## src/rtl/pipe_hazard_ctrl.sv

```systemverilog
// Central stall/flush controller for the five-stage pipeline.
// Resolves load-use hazards, taken branches in MEM and multi-cycle data-memory
// accesses (req/ready handshake with timeout watchdog), and keeps stall/flush
// performance counters.
module pipe_hazard_ctrl #(
    parameter int unsigned MEM_TIMEOUT = 15
) (
    input  logic        clk,
    input  logic        reset,
    input  logic        MemRead_EX,
    input  logic [4:0]  RD_EX,
    input  logic [4:0]  RS1_ID,
    input  logic [4:0]  RS2_ID,
    input  logic        Branch_MEM,
    input  logic        ZERO_MEM,
    input  logic        MemRead_MEM,
    input  logic        MemWrite_MEM,
    input  logic        dmem_ready,
    output logic        PC_write,
    output logic        IF_ID_write,
    output logic        ID_EX_write,
    output logic        EX_MEM_write,
    output logic        MEM_WB_write,
    output logic        IF_ID_flush,
    output logic        ID_EX_flush,
    output logic        EX_MEM_flush,
    output logic        MEM_WB_flush,
    output logic        pc_sel,
    output logic        dmem_req,
    output logic        mem_err,
    output logic [31:0] stall_cnt,
    output logic [31:0] flush_cnt
);

    localparam logic [7:0] TIMEOUT_W = 8'(MEM_TIMEOUT);

    typedef enum logic [1:0] {
        RUN,
        MEM_WAIT,
        ERROR
    } state_t;

    state_t      state;
    logic [7:0]  wait_cnt;
    logic [31:0] stall_cnt_q;
    logic [31:0] flush_cnt_q;
    logic        mem_err_q;

    logic        active;
    logic        mreq;
    logic        mem_stall;
    logic        br_taken;
    logic        load_use;

    // Hazard condition decode from the current state and stage inputs
    always_comb begin
        active    = (state != ERROR);
        mreq      = MemRead_MEM | MemWrite_MEM;
        mem_stall = active & mreq & ~dmem_ready;
        br_taken  = Branch_MEM & ZERO_MEM;
        load_use  = MemRead_EX & (RD_EX != '0) &
                    ((RD_EX == RS1_ID) | (RD_EX == RS2_ID));
    end

    // Zero-latency pipe controls, resolved in priority order
    always_comb begin
        PC_write     = 1'b0;
        IF_ID_write  = 1'b0;
        ID_EX_write  = 1'b0;
        EX_MEM_write = 1'b0;
        MEM_WB_write = 1'b0;
        IF_ID_flush  = 1'b0;
        ID_EX_flush  = 1'b0;
        EX_MEM_flush = 1'b0;
        MEM_WB_flush = 1'b0;
        pc_sel       = 1'b0;
        dmem_req     = 1'b0;
        if (!reset && active) begin
            dmem_req = mreq;
            if (mem_stall) begin
                // Freeze the front of the pipe; the memory stage drains a bubble
                MEM_WB_write = 1'b1;
                MEM_WB_flush = 1'b1;
            end else if (br_taken) begin
                PC_write     = 1'b1;
                IF_ID_write  = 1'b1;
                ID_EX_write  = 1'b1;
                EX_MEM_write = 1'b1;
                MEM_WB_write = 1'b1;
                IF_ID_flush  = 1'b1;
                ID_EX_flush  = 1'b1;
                EX_MEM_flush = 1'b1;
                pc_sel       = 1'b1;
            end else if (load_use) begin
                ID_EX_write  = 1'b1;
                EX_MEM_write = 1'b1;
                MEM_WB_write = 1'b1;
                ID_EX_flush  = 1'b1;
            end else begin
                PC_write     = 1'b1;
                IF_ID_write  = 1'b1;
                ID_EX_write  = 1'b1;
                EX_MEM_write = 1'b1;
                MEM_WB_write = 1'b1;
            end
        end
    end

    // State machine, memory-wait watchdog and performance counters
    always_ff @(posedge clk) begin
        if (reset) begin
            state       <= RUN;
            wait_cnt    <= '0;
            stall_cnt_q <= '0;
            flush_cnt_q <= '0;
            mem_err_q   <= 1'b0;
        end else begin
            if (active) begin
                if (mem_stall)
                    stall_cnt_q <= stall_cnt_q + 32'd1;
                else if (br_taken)
                    flush_cnt_q <= flush_cnt_q + 32'd1;
                else if (load_use)
                    stall_cnt_q <= stall_cnt_q + 32'd1;
            end

            case (state)
                RUN: begin
                    if (mem_stall) begin
                        // wait_cnt counts not-ready cycles including the current one
                        if (TIMEOUT_W == 8'd1) begin
                            state     <= ERROR;
                            mem_err_q <= 1'b1;
                        end else begin
                            state    <= MEM_WAIT;
                            wait_cnt <= 8'd1;
                        end
                    end
                end
                MEM_WAIT: begin
                    if (mem_stall) begin
                        if (wait_cnt + 8'd1 == TIMEOUT_W) begin
                            state     <= ERROR;
                            mem_err_q <= 1'b1;
                        end else begin
                            wait_cnt <= wait_cnt + 8'd1;
                        end
                    end else begin
                        state    <= RUN;
                        wait_cnt <= '0;
                    end
                end
                ERROR: begin
                    state <= ERROR;
                end
                default: begin
                    state    <= RUN;
                    wait_cnt <= '0;
                end
            endcase
        end
    end

    assign mem_err   = mem_err_q;
    assign stall_cnt = stall_cnt_q;
    assign flush_cnt = flush_cnt_q;

endmodule

```

## config.mk

```make
export PLATFORM = sky130hd
export DESIGN_NAME = pipe_hazard_ctrl
export DESIGN_NICKNAME = d
export VERILOG_FILES = /design/src/rtl/pipe_hazard_ctrl.sv
export SDC_FILE = /design/constraint.sdc
export NUM_CORES = 1
export LEC_CHECK = 0
export ABC_AREA = 1
export BUFFER_PORTS_ARGS = -buffer_cell sky130_fd_sc_hd__clkbuf_2
export CAP_MARGIN = 20
export CORE_MARGIN = 2
export CORE_UTILIZATION = 58
export CTS_BUF_LIST = sky130_fd_sc_hd__clkbuf_4
export DETAILED_ROUTE_END_ITERATION = 6
export PLACE_DENSITY_LB_ADDON = 0.3
export SYNTH_ARGS = -nofsm -noshare
export SYNTH_HDL_FRONTEND = slang
export SYNTH_SLANG_ARGS = --single-unit
```

## constraint.sdc

```tcl
create_clock -name clk -period 2.3 [get_ports clk]
set_input_delay 0.115 -clock clk [delete_from_list [all_inputs] [get_ports clk]]
set_output_delay 0.115 -clock clk [all_outputs]
set_load 0.1 [all_outputs]
```

# Word level (Yosys, flattened, before mapping)
# Cells that the tools add are included.
# Widths: inputs -> output; s select.
# op_classes
n_addsub,3
mux,28
n_eq_ne,10
n_bitwise,10
n_reduce_logical,10
# op_table
op,count
$mux 32,3
$add 32x1->32 const B,2
$mux 8,3
$pmux 8 s3,1
$mux 1,17
$reduce_and 3->1,4
$eq 5x5->1,2
$add 8x1->8 const B,1
$eq 8x4->1 const B,1
$mux 2,3
$ne 2x2->1 const B,3
$ne 3x3->1 const B,2
$pmux 2 s3,1
$and 1x1->1,5
$reduce_bool 5->1,1
$not 1->1,3
$eq 2x1->1 const B,1
$eq 2x2->1 const B,1
$logic_not 2->1,1
$or 1x1->1,2
$reduce_and 2->1,1
$reduce_bool 2->1,1
$logic_and 1x1->1,1
$logic_not 1->1,1
# word_totals
out_inout_bits,76
reg_bits,75
inputBits,23

# Depth between registers and ports, before layout
# logic_depth
depth_word,7
ltp_mapped,12
ltp_nobuf,12

# Least setup slack after synthesis
# No wires, ideal clock.
# synth_timing
path_kind,flip-flop to output port
startpoint,register state[0]
endpoint,output port IF_ID_flush
setup_slack_ns,-3.185
t_arrival_ns,5.370
stages_incl_launch_ff,8
cell_sequence,dfxtp_1 > nor2_1 > nor2_1 > inv_1 > nor2_1 > inv_1 > nor2_1 > buf_4
# synth_via
elab_chain_cells,5
# synth_lines
item,line_no,text
from (decl),43,state_t state;
from (signal assigned),112,state <= RUN;
from (signal assigned),132,state <= ERROR;
from (signal assigned),135,state <= MEM_WAIT;
$ne 2x2->1 *,57,active = (state != ERROR);
$and 1x1->1 (2 in series),59,mem_stall = active & mreq & ~dmem_ready;
$mux 1,--,
$mux 1 *,--,
to (decl),24,"output logic IF_ID_flush,"
# Mark *: on every way between the ends. The rest lies on a longest branch, timed or not.

# Worst setup path in the final report
# layout_timing
startpoint,register state[1]
endpoint,output port EX_MEM_flush
# layout_via
elab_chain_cells,5
# layout_lines
item,line_no,text
$ne 2x2->1 *,57,
$and 1x1->1 (2 in series),59,
$mux 1,80,if (mem_stall) begin
$mux 1 *,78,if (!reset && active) begin
to (decl),26,"output logic EX_MEM_flush,"
# Marked as above.

==> flow_summary_export.csv <==
group,metric,value,unit
grt,grt_max_degree,42,
clocking,cts_hold_buf,0,
synthesis,postSynthAreaPerCell,6.32,sq um
clocking,clk_latency,0.42,ns
clocking,cts-root-buf,"clkbuf_4",
finish,stdcell_area,5690,sq um
routing,drc,0,
finish,syn_to_final_growth,15.3,%
floorplanning,coreArea,8220,sq um
finish,diodes,0,
placement,dpl.hpwl,9660,um
timing,fin_hold_ws,0.105,ns
synthesis,yosysUniqueCellTypes,34,
routing,drt-total-wl,12800,um
placement,gp_congestion,0.939,
timing,fmax,541,MHz
synthesis,synth_area,4930,sq um
clocking,ctsResizeCount,0,
pwr,total_power,2.58,mW
hold_path,hp-class,"input port to flip-flop",
routing,vias_per_cell,5.40,
finish,fin_cells,978,
finish,drive_gt1_frac,0.197,
synthesis,yosysSeqAreaShare,0.304,
grt,grt_pass1_wl,21600,um
critical_path,arrival,1.73,ns
placement,pre_cts_slack,0.528,ns
synthesis,ys_ff_latch,75,
job,maxCapViolations,0,
timing,max_slew.worst_pin.slew,0.588,ns
floorplanning,rows,33,
synthesis,synth_fp_nets,807,
grt,grt_pass1_vias,5029,
critical_path,critPathKind,"flip-flop to output port",
clocking,cts_post_setup_buffers_inserted,0,
clocking,clock_sinks,75,
floorplanning,ios,99,
timing,period_share,0.804,
placement,dpl-instance-area,5540,sq um
routing,drt_pass1_iterations,6,
routing,wire_per_inst,13.1,um
placement,placedCellCount,963,
finish,utilization,0.692,
critical_path,worstPathRequired,2.18,ns
grt,grt_overflow,0,
clocking,h-tree-depth,3,
timing,finalSetupViolCount,0,
routing,num_vias,5279,
grt,grt.total_usage,0.291,
timing,tns,0,ns
timing,slew_violations,0,
timing,fin_crit,1.85,ns
floorplanning,fp.dieW,96.2,um
synthesis,yosys_warnings,0,
timing,hold_viol_final,0,
clocking,clkTransAtPathRegs,0.12,ns
floorplanning,die_h,96.2,um
clocking,cts_buffers,9,
floorplanning,start_util,0.600,
synthesis,synth_cells,780,
routing,ant_nets,0,
pwr,ir_drop,0.000268,V
synthesis,async_flop_share,0,
routing,drt_iter0_drc,247,
status,outcome,"completed",
grt,antenna_found_initial,0,
pwr,p_leak,2.35,nW
synthesis,ys.flop_type,"dfxtp_1",
critical_path,endpoint_kind,"output port",
timing,clock_skew,0.0118,ns
critical_path,startpoint_type,"flip-flop",
floorplanning,dieArea,9260,sq um
timing,slew_headroom,0.607,
clocking,cts_buffer_depth,2,
clocking,tritoncts,"built",
placement,port_buffers,98,
finish,layout.nets,896,
synthesis,synth-edff-count,0,
critical_path,critical_path.max_fanout,4,
pwr,p_per_area,454,nW/um^2
timing,worst_slack,0.451,ns
timing,rsz0062_at_grt,"no",
-- report_power, final --
part / switching [mW] / leakage, nW / total, mW / internal, mW
combinational: 0.262 / 1.66 / 0.342 / 0.0799
sequential: 0.0183 / 0.608 / 1.33 / 1.31
clock: 0.484 / 0.0792 / 0.912 / 0.428
-- cell usage in the layout (no fill, tap or decap), drive strengths merged --
cell and count:
a21oi 65, a31oi 2, a41oi 1, buf 9, bufinv 2, clkbuf 101
clkinv 4, clkinvlp 2, dfxtp 75, ha 4, inv 80, nand2 261
nand3 64, nand3b 16, nand4 13, nor2 102, nor3 22, nor3b 3
o21ai 13, or3 1, xnor2 13, xor2 20
-- cells in the mapped netlist, types with 7 or more instances --
cell type | n | area [sq um]
nand2_1 | 252 | 946
nor2_1 | 83 | 312
dfxtp_1 | 75 | 1500
inv_1 | 75 | 282
a21oi_1 | 63 | 315
nand3_1 | 60 | 300
nor3_1 | 21 | 105
xor2_1 | 20 | 175
nand3b_1 | 16 | 120
xnor2_1 | 13 | 114
nand4_1 | 12 | 75.1
o21ai_0 | 12 | 60.1
nor2_4 | 10 | 113
nor2_2 | 9 | 56.3
clkbuf_1 | 7 | 26.3
-- cell families (layout without fill, tap and decap cells) --
| kind of cell | count (synthesis) | count (layout) | synth area share |
|---|---|---|---|
| AO/OA/AOI/OAI | 81 | 81 | 0.0850 |
| XOR/XNOR | 33 | 33 | 0.0586 |
| adder cells (fa/ha/maj) | 4 | 4 | 0.0101 |
| buffers and inverters | 105 | 198 | 0.0946 |
| flip-flops | 75 | 75 | 0.304 |
| AND/OR/NAND/NOR | 482 | 482 | 0.447 |
-- worst max-delay path, stage by stage (launching register included) --
cell and delay (ns):
dfxtp_2 0.36, inv_2 0.06, nor2_4 0.05, nor2_4 0.12, inv_2 0.08, nor2_4 0.15, inv_2 0.08, nor2_4 0.22
buf_12 0.21
-- path summary, 6_finish.rpt --
check	from	endpoint	slack [ns]	depth (start not counted)
hold / removal	dmem_ready	state[0]$_SDFFE_PP0P_	0.11	6
setup reg to reg	wait_cnt[1]$_SDFFE_PP0P_	wait_cnt[6]$_SDFFE_PP0P_	0.48	9
setup / recovery	state[1]$_SDFFE_PP0P_	EX_MEM_flush	0.45	8
hold reg to reg	mem_err$_SDFFE_PP0P_	mem_err$_SDFFE_PP0P_	0.46	2
-- sequential cells by signal (all words and copies together), names as in the netlist --
name       count
flush_cnt     32
stall_cnt     32
wait_cnt       8
state          2
mem_err        1
-- layer usage --
| layer | track usage | vias to the layer above | wire length (um) |
|---|---|---|---|
| li1 | - | 2665 | - |
| met1 | 0.335 | 2414 | 5400 |
| met2 | 0.516 | 167 | 6360 |
| met3 | 0.0540 | 33 | 722 |
| met4 | 0.138 | 0 | 346 |
| met5 | 0 | - | 0 |
-- cell type report --
type                       count  area, sq um
clock buffer                   9         67.6
clock inverter                 6         81.3
fill                         736         2530
inverter                      82          314
multi-input combinational    600         3010
sequential                    75         1510
tap                          105          131
timing repair buffer         101          578
No activity file was read; power rests on OpenSTA's default activity.
